[src/rtl/rf_sched_pkg.sv]
// rf_sched_pkg: shared widths, types and constants for the register-file write scheduler.
package rf_sched_pkg;
  localparam int DEF_XLEN = 32;
  localparam int DEF_AW = 5;
  typedef logic [DEF_AW-1:0] reg_addr_t;
  typedef logic [DEF_XLEN-1:0] xlen_t;
  localparam reg_addr_t REG_ZERO = '0;
endpackage

[src/rtl/rf_write_scheduler_if.sv]
// rf_write_scheduler_if: pipeline, long-latency, decode and register-file write-port signals.
interface rf_write_scheduler_if
  import rf_sched_pkg::*;
#(
  parameter int XLEN = DEF_XLEN,
  parameter int AW = DEF_AW,
  parameter int CW = 2
);
  logic wb_valid;
  logic [AW-1:0] wb_dest;
  logic [XLEN-1:0] wb_data;
  logic ll_issue_valid;
  logic [AW-1:0] ll_issue_dest;
  logic ll_valid;
  logic ll_ready;
  logic [AW-1:0] ll_dest;
  logic [XLEN-1:0] ll_data;
  logic [AW-1:0] rs1_addr;
  logic [AW-1:0] rs2_addr;
  logic rs1_busy;
  logic rs2_busy;
  logic dest_busy;
  logic stall_req;
  logic rf_write;
  logic [AW-1:0] rf_dest_addr;
  logic [XLEN-1:0] rf_data;
  logic [CW-1:0] ll_count;
  modport master (
    output wb_valid, wb_dest, wb_data, ll_issue_valid, ll_issue_dest, ll_valid, ll_dest, ll_data,
           rs1_addr, rs2_addr,
    input  ll_ready, rs1_busy, rs2_busy, dest_busy, stall_req, rf_write, rf_dest_addr, rf_data, ll_count
  );
  modport slave (
    input  wb_valid, wb_dest, wb_data, ll_issue_valid, ll_issue_dest, ll_valid, ll_dest, ll_data,
           rs1_addr, rs2_addr,
    output ll_ready, rs1_busy, rs2_busy, dest_busy, stall_req, rf_write, rf_dest_addr, rf_data, ll_count
  );
endinterface

[src/rtl/rf_sched_fifo.sv]
// rf_sched_fifo: synchronous FIFO; push ignored when full, pop ignored when empty.
module rf_sched_fifo #(
  parameter int W = 37,
  parameter int DEPTH = 2,
  parameter int CW = $clog2(DEPTH) + 1
) (
  input  logic clk,
  input  logic rst,
  input  logic push,
  input  logic pop,
  input  logic [W-1:0] din,
  output logic [W-1:0] dout,
  output logic full,
  output logic empty,
  output logic [CW-1:0] count
);
  localparam int PW = $clog2(DEPTH);
  logic [W-1:0] mem_q [DEPTH];
  logic [PW-1:0] wr_q, rd_q;
  logic [CW-1:0] cnt_q;
  logic do_push, do_pop;
  assign do_push = push && !full;
  assign do_pop = pop && !empty;
  assign full = cnt_q == CW'(DEPTH);
  assign empty = cnt_q == '0;
  assign count = cnt_q;
  assign dout = mem_q[rd_q];
  always_ff @(posedge clk) begin
    if (rst) begin
      wr_q <= '0;
      rd_q <= '0;
      cnt_q <= '0;
    end else begin
      if (do_push) begin
        mem_q[wr_q] <= din;
        wr_q <= wr_q + 1'b1;
      end
      if (do_pop) rd_q <= rd_q + 1'b1;
      cnt_q <= cnt_q + CW'(do_push) - CW'(do_pop);
    end
  end
endmodule

[src/rtl/rf_write_scheduler.sv]
// rf_write_scheduler: arbitrates the register-file write port between writeback and buffered long-latency results.
module rf_write_scheduler
  import rf_sched_pkg::*;
#(
  parameter int XLEN = DEF_XLEN,
  parameter int AW = DEF_AW,
  parameter int LL_DEPTH = 2,
  parameter int STARVE_LIMIT = 4
) (
  input logic clk,
  input logic reset,
  rf_write_scheduler_if.slave bus
);
  localparam int CW = $clog2(LL_DEPTH) + 1;
  localparam int SW = $clog2(STARVE_LIMIT + 1);
  localparam int NR = 2 ** AW;
  logic [AW+XLEN-1:0] head;
  logic [AW-1:0] head_dest;
  logic [XLEN-1:0] head_data;
  logic full, empty, push, pop, wb_used, head_wr, blocked;
  logic [CW-1:0] count;
  logic [NR-1:0] pending_q, pending_d;
  logic [SW-1:0] starve_q, starve_d;
  logic stall_q, stall_d;
  assign {head_dest, head_data} = head;
  assign wb_used = bus.wb_valid && bus.wb_dest != AW'(REG_ZERO);
  assign pop = !wb_used && !empty;
  assign head_wr = pop && head_dest != AW'(REG_ZERO);
  assign push = bus.ll_valid && bus.ll_ready;
  assign blocked = !empty && !pop;
  assign bus.ll_ready = !full && !reset;
  assign bus.ll_count = count;
  assign bus.rf_write = !reset && (wb_used || head_wr);
  assign bus.rf_dest_addr = wb_used ? bus.wb_dest : head_wr ? head_dest : '0;
  assign bus.rf_data = wb_used ? bus.wb_data : head_wr ? head_data : '0;
  assign bus.rs1_busy = pending_q[bus.rs1_addr];
  assign bus.rs2_busy = pending_q[bus.rs2_addr];
  assign bus.dest_busy = pending_q[bus.ll_issue_dest];
  assign bus.stall_req = stall_q;
  rf_sched_fifo #(.W(AW + XLEN), .DEPTH(LL_DEPTH), .CW(CW)) u_fifo (
    .clk(clk),
    .rst(reset),
    .push(push),
    .pop(pop),
    .din({bus.ll_dest, bus.ll_data}),
    .dout(head),
    .full(full),
    .empty(empty),
    .count(count)
  );
  // A new issue to the register being committed this cycle keeps it pending.
  always_comb begin
    pending_d = pending_q;
    if (pop) pending_d[head_dest] = 1'b0;
    if (bus.ll_issue_valid) pending_d[bus.ll_issue_dest] = 1'b1;
    pending_d[0] = 1'b0;
  end
  assign starve_d = !blocked ? '0 : starve_q == SW'(STARVE_LIMIT - 1) ? starve_q : starve_q + 1'b1;
  assign stall_d = blocked && starve_q == SW'(STARVE_LIMIT - 1);
  always_ff @(posedge clk) begin
    if (reset) begin
      pending_q <= '0;
      starve_q <= '0;
      stall_q <= 1'b0;
    end else begin
      pending_q <= pending_d;
      starve_q <= starve_d;
      stall_q <= stall_d;
    end
  end
endmodule
[src/flat_wrapper.sv]
// flat-port wrapper written by rule: the top's interface ports become plain ports
module rf_write_scheduler_flat import rf_sched_pkg::*;
#(
  parameter int XLEN = DEF_XLEN,
  parameter int AW = DEF_AW,
  parameter int LL_DEPTH = 2,
  parameter int STARVE_LIMIT = 4
)
  (clk, reset, bus_wb_valid, bus_wb_dest, bus_wb_data, bus_ll_issue_valid, bus_ll_issue_dest, bus_ll_valid, bus_ll_dest, bus_ll_data, bus_rs1_addr, bus_rs2_addr, bus_ll_ready, bus_rs1_busy, bus_rs2_busy, bus_dest_busy, bus_stall_req, bus_rf_write, bus_rf_dest_addr, bus_rf_data, bus_ll_count);
  rf_write_scheduler_if #(.XLEN(XLEN), .AW(AW)) bus_i ();
  input logic clk;
  input logic reset;
  input wire logic [$bits(bus_i.wb_valid)-1:0] bus_wb_valid;
  input wire logic [$bits(bus_i.wb_dest)-1:0] bus_wb_dest;
  input wire logic [$bits(bus_i.wb_data)-1:0] bus_wb_data;
  input wire logic [$bits(bus_i.ll_issue_valid)-1:0] bus_ll_issue_valid;
  input wire logic [$bits(bus_i.ll_issue_dest)-1:0] bus_ll_issue_dest;
  input wire logic [$bits(bus_i.ll_valid)-1:0] bus_ll_valid;
  input wire logic [$bits(bus_i.ll_dest)-1:0] bus_ll_dest;
  input wire logic [$bits(bus_i.ll_data)-1:0] bus_ll_data;
  input wire logic [$bits(bus_i.rs1_addr)-1:0] bus_rs1_addr;
  input wire logic [$bits(bus_i.rs2_addr)-1:0] bus_rs2_addr;
  output wire logic [$bits(bus_i.ll_ready)-1:0] bus_ll_ready;
  output wire logic [$bits(bus_i.rs1_busy)-1:0] bus_rs1_busy;
  output wire logic [$bits(bus_i.rs2_busy)-1:0] bus_rs2_busy;
  output wire logic [$bits(bus_i.dest_busy)-1:0] bus_dest_busy;
  output wire logic [$bits(bus_i.stall_req)-1:0] bus_stall_req;
  output wire logic [$bits(bus_i.rf_write)-1:0] bus_rf_write;
  output wire logic [$bits(bus_i.rf_dest_addr)-1:0] bus_rf_dest_addr;
  output wire logic [$bits(bus_i.rf_data)-1:0] bus_rf_data;
  output wire logic [$bits(bus_i.ll_count)-1:0] bus_ll_count;
  assign bus_i.wb_valid = bus_wb_valid;
  assign bus_i.wb_dest = bus_wb_dest;
  assign bus_i.wb_data = bus_wb_data;
  assign bus_i.ll_issue_valid = bus_ll_issue_valid;
  assign bus_i.ll_issue_dest = bus_ll_issue_dest;
  assign bus_i.ll_valid = bus_ll_valid;
  assign bus_i.ll_dest = bus_ll_dest;
  assign bus_i.ll_data = bus_ll_data;
  assign bus_i.rs1_addr = bus_rs1_addr;
  assign bus_i.rs2_addr = bus_rs2_addr;
  assign bus_ll_ready = bus_i.ll_ready;
  assign bus_rs1_busy = bus_i.rs1_busy;
  assign bus_rs2_busy = bus_i.rs2_busy;
  assign bus_dest_busy = bus_i.dest_busy;
  assign bus_stall_req = bus_i.stall_req;
  assign bus_rf_write = bus_i.rf_write;
  assign bus_rf_dest_addr = bus_i.rf_dest_addr;
  assign bus_rf_data = bus_i.rf_data;
  assign bus_ll_count = bus_i.ll_count;
  rf_write_scheduler #(.XLEN(XLEN), .AW(AW), .LL_DEPTH(LL_DEPTH), .STARVE_LIMIT(STARVE_LIMIT)) u_core (.clk(clk), .reset(reset), .bus(bus_i));
endmodule
[config.mk]
export PLATFORM = sky130hd
export DESIGN_NAME = rf_write_scheduler_flat
export DESIGN_NICKNAME = d
export VERILOG_FILES = /design/src/rtl/rf_sched_pkg.sv /design/src/rtl/rf_write_scheduler_if.sv /design/src/rtl/rf_sched_fifo.sv /design/src/rtl/rf_write_scheduler.sv /design/src/flat_wrapper.sv
export SDC_FILE = /design/constraint.sdc
export NUM_CORES = 1
export LEC_CHECK = 0
export CORE_ASPECT_RATIO = 1.5
export CORE_MARGIN = 2
export CORE_UTILIZATION = 49
export CTS_CLUSTER_SIZE = 10
export DETAILED_ROUTE_END_ITERATION = 16
export PLACE_DENSITY = 0.8
export SYNTH_ARGS = -nofsm -noshare
export SYNTH_HDL_FRONTEND = slang
export SYNTH_SLANG_ARGS = --single-unit
[constraint.sdc]
create_clock -name clk -period 4.42 [get_ports clk]
set_input_delay 0.442 -clock clk [delete_from_list [all_inputs] [get_ports clk]]
set_output_delay 0.442 -clock clk [all_outputs]
set_load 0.005 [all_outputs]
-- Word-level counts from Yosys, hierarchy flattened
Memory sizes are Yosys's and may differ from the RTL's. A register that Yosys moved wholly into a read port is not among the register bits.
Index checks and enable logic that the tools add are counted.
Widths: inputs -> output; s select.
- $add $sub $neg: 5
- magnitude comparators: 6
- equal/unequal tests: 2
- mux-type cells: 21
- bitwise operators: 4
- reductions and logical operators: 22
- operator list (cell ; count):
    $mux 32 ; 4
    $and 32x32->32 ; 1
    $not 32->32 ; 1
    $or 32x32->32 ; 1
    $lt 5x6->1 const B ; 4
    $bmux 1 s5 ; 3
    $logic_and 1x1->1 ; 12
    $demux 1 s5 ; 2
    $ge 5x1->1 const B ; 2
    $mux 1 ; 10
    $mux 5 ; 2
    $reduce_bool 5->1 ; 2
    $logic_not 1->1 ; 5
    $add 3x1->3 const B ; 1
    $eq 3x2->1 const B ; 1
    $add 1x1->1 const B ; 2
    $add 2x1->2 ; 1
    $eq 2x2->1 const B ; 1
    $logic_not 2->1 ; 1
    $reduce_or 2->1 ; 1
    $sub 2x1->2 ; 1
    $logic_or 1x1->1 ; 1
    $not 1->1 ; 1
- flip-flop bits (word level): 40
- bits in writable memories: 74
- input port bits: 94
- word-level logic and storage cells: 68
- memories: 1
- memories (name ; depth ; bits a word ; rd ports ; clocked after memory_dff ; wr ports ; RTL line ; source):
    u_core.u_fifo.mem_q ; 2 ; 37 ; 1 ; 1 ; 1 ; rf_sched_fifo.sv:18 ; logic [W-1:0] mem_q [DEPTH];

-- Longest topological paths before layout
Gate-level depths: netlist of run 1.
- depth after elaboration: 9
- gate-level depth with buffers: 11
- mapped depth without buffers: 9

-- Cells and area by module
A second synthesis of run 1 with hierarchy kept.
- cell total of the unflattened synthesis: 498
- area, all modules: 5923.2 sq um
- modules (own cells, without submodules) (module ; instances ; cells an instance ; area an instance (sq um)):
    rf_write_scheduler ; 1 ; 358 ; 2986.6
    rf_sched_fifo ; 1 ; 140 ; 2936.6

-- Worst setup path before layout of run 1
OpenSTA, ideal clock, no wires.
- path type: register to register
- from: register u_core.u_fifo.cnt_q[0], in the netlist u_core.u_fifo.count[0]
- to: memory u_core.u_fifo.mem_q[0][0] (enable)
- library setup time: 0.431 ns
- arrival time: 2.358 ns
- data required time: 3.989 ns
- path slack: 1.631 ns
- cell stages (with the launch flop): 4
- path through: dfxtp_1 > inv_1 > a211o_1 > nor2_1
- longest elaborated chain between the ends: 8
- ends and longest elaborated chain (item ; RTL line ; source):
    from (decl) ; rf_sched_fifo.sv:20 ; logic [CW-1:0] cnt_q;
    from (signal assigned) ; rf_sched_fifo.sv:39 ; cnt_q <= cnt_q + CW'(do_push) - CW'(do_pop);
    $eq 2x2->1 * ; rf_sched_fifo.sv:24 ; assign full = cnt_q == CW'(DEPTH);
    $logic_not 1->1 * ; rf_sched_fifo.sv:22, rf_write_scheduler.sv:31 ;
    $logic_and 1x1->1 ; rf_write_scheduler.sv:31 ; assign bus.ll_ready = !full && !reset;
    $logic_and 1x1->1 ; rf_write_scheduler.sv:29 ; assign push = bus.ll_valid && bus.ll_ready;
    $logic_and 1x1->1 * ; rf_sched_fifo.sv:22 ; assign do_push = push && !full;
    $mux 1 * ; rf_sched_fifo.sv:34 ; if (do_push) begin
    $mux 1 * ; rf_sched_fifo.sv:29 ; if (rst) begin
    $mux 1 (not written as such) * ; rf_sched_fifo.sv:35 ; mem_q[wr_q] <= din;
    to (decl) ; rf_sched_fifo.sv:18 ;
Every way passes the cells marked *; elsewhere a longest branch is shown, timed or not.

==> results of run 1 <==
==> through the flow <==
step	std cells	cell area, sq um	power [mW]
after floorplan	497	5680	1.62
after global placement	755	7160	1.94
after detailed placement	755	7160	1.97
after CTS	787	7720	3.25
after global routing	788	7730	3.37
final	788	7730	3.26
==> Yosys cell counts (all sizes together), types with 10 or more instances <==
cell / n / area, sq um
buf: 15 / 77.6
dfxtp: 40 / 801
clkbuf: 19 / 71.3
mux4: 21 / 473
nor2: 22 / 82.6
edfxtp: 74 / 2220
o31ai: 10 / 75.1
inv: 10 / 37.5
a21oi: 40 / 200
mux2i: 38 / 380
o21ai: 37 / 185
a311oi: 16 / 140
nand2: 74 / 278
==> layout make-up <==
class | count | area share [%]
multi-input cells | 339 | 32.3
clock inverters | 14 | 1.70
well taps | 150 | 2.43
inverters | 10 | 0.486
repair buffers | 143 | 18.4
clock buffers | 18 | 5.55
flip-flops and latches | 114 | 39.1
==> tightest hold or removal path, stage by stage, from the launching register on <==
cell	delay [ns]
dfxtp_1	0.32
a21oi_1	0.07
nor2_1	0.08
==> state kept, by name (all words and copies together) (netlist names), named ones only <==
| register | cells |
|---|---|
| u_core.u_fifo.mem_q | 74 |
| u_core.starve_q | 3 |
| u_core.pending_q | 31 |
| u_core.u_fifo.count | 2 |
| u_core.u_fifo.rd_q | 1 |
| u_core.bus.stall_req | 1 |
| u_core.u_fifo.wr_q | 1 |
==> worst paths after layout <==
check,start,to,slack (ns),depth (start not counted)
worst min-delay path,u_core.starve_q[2],u_core.starve_q[2],0.50,2
worst max-delay path,flop,bus_rf_data[19],0.57,7
worst min register to register,u_core.starve_q[2],u_core.starve_q[2],0.50,2
worst max register to register,flop,u_core.pending_q[20],2.21,5
==> metal layers <==
metal | vias to the layer above | global-route usage (%)
li1 | 2182 | -
met1 | 2285 | 27.7
met2 | 223 | 43.3
met3 | 29 | 8.15
met4 | 0 | 10.9
met5 | - | 0
==> cells by family after synthesis <==
| logic type | synth area share [%] |
|---|---|
| flops | 53.2 |
| simple gates | 11.8 |
| compound gates | 14.5 |
| fa+ha+maj | 0.881 |
| mux | 15.6 |
| xor+xnor | 0.617 |
| buf+inv | 3.28 |
==> where the power goes <==
group	switching, mW	total, mW	leakage, nW	internal, mW
registers	0.0426	1.25	1.00	1.21
logic	0.368	0.719	1.30	0.351
clock network	0.511	1.29	0.264	0.779
total	0.922	3.26	2.57	2.33
==> impl_metrics.yaml, run 1 <==
global_routing:
  first_global_vias: 4805
  antenna_found_initial: 0
  grt_overflow_total: 0
  grt_first_pass_wirelength_um: 23900
  grt_start_max_net_pins: 41
  grt_use_total_pct: 24.8
detailed_routing:
  top_layer: "met4"
  vias: 4719
  wl_per_cell_um: 19.2
  vias_per_cell: 5.99
  wirelength_um: 15100
  drc: 0
  ant_nets: 0
  first_iter_violations: 234
  wl_met1_um: 5600
  drtPass1Iterations: 5
  dr_wl_met3_um: 1250
  wl_met2_um: 7940
placed_design:
  dp_hpwl_um: 10500
  place_ws_ns: 0.967
  gp_congestion: 0.856
  port_buffers: 138
cells_and_area:
  num-fill-cells: 844
  utilization_pct: 67.8
  multiInputGateArea_sq_um: 2490
  nNetsFinal: 723
  layout_common_cells: "clkdlybuf4s50_1 (138), nand2_1 (74), edfxtp_1 (74)"
  n_antenna_cell: 0
  register_area_sq_um: 3020
  layout_commonest_cell: "clkdlybuf4s50_1"
  area_growth_pct: 36.2
  layout-drive-gt1-share_pct: 10.5
setup_path:
  slowest_stage: "a22oi_1"
  crit_family: "buffers and inverters"
  cpPeakStageDelay_ns: 0.61
  crit_chain: "buf_4, nor2_1, a22oi_1, o311ai_4, buf_8, o21ai_0, clkdlybuf4s50_1"
  path_buf_inv: 3
  crit_arrival_ns: 3.41
  crit_path_start_kind: "flop"
  crit_fanout: 21
  path_class: "reg -> out"
  end_kind: "output port"
  worstPathRequired_ns: 3.98
clocking:
  hold_buffers: 0
  cts_sinks: 114
  cts_buffers: 17
  postCtsSetupBuffers: 0
  root_buffer: "clkbuf_16"
  clk_latency_ns: 0.42
  cts.path.max_buffers: 2
  htreeDepth: 4
  cts_resized: 0
  clk_pin_slew_ns: 0.05
  cts_tree: "built"
timing:
  fin_crit_ns: 3.85
  rsz0062_at_grt: "false"
  finalSetupViolCount: 0
  setup_ws_ns: 0.570
  tightest_slew_ns: 1.09
  fin_crit_sh_pct: 87.1
  setup_tns_ns: 0
  skew_ns: 0.00832
  max_freq_mhz: 260
  hold_viol: 0
  slew_viol_final: 0
  hold_ws_ns: 0.502
  relSlewSlack_pct: 27.0
synthesis:
  synth_seq_cells: 114
  ys_seq_area_share_pct: 53.2
  synth_ff_type: "edfxtp_1"
  avgSynthCellArea_sq_um: 11.4
  synthesis.nets: 595
  netlist_area_sq_um: 5680
  synth_edf_count: 74
  async_reset_ff_share_pct: 0
  ys_warn_count: 0
  ys_types: 45
  synth_cells: 497
floorplan:
  fp.dieW_um: 91.9
  initial_utilization_pct: 49.8
  core_sq_um: 11400
  io_pins: 139
  die-area_sq_um: 12500
  num_rows: 48
  die_h_um: 136
pwr:
  p_leak_nw: 2.57
  max-vdd-ir-drop_mv: 0.317
  power-per-cell-area_nw_per_um2: 421
run_status:
  outcome: "finished clean"
job:
  cap_violations: 0
min_path:
  hold_path_class: "reg -> reg"
Power figures use the tool's default switching activity.
==> inputs of run 2 (changes only) <==
--- a/config.mk
+++ b/config.mk
@@ -8,7 +8,6 @@
 export CORE_ASPECT_RATIO = 1.5
 export CORE_MARGIN = 2
 export CORE_UTILIZATION = 49
-export CTS_CLUSTER_SIZE = 10
 export DETAILED_ROUTE_END_ITERATION = 16
 export PLACE_DENSITY = 0.8
 export SYNTH_ARGS = -nofsm -noshare
==> results of run 2 <==
Same layout as run 1: the final DEF is identical, and so are final timing and power.
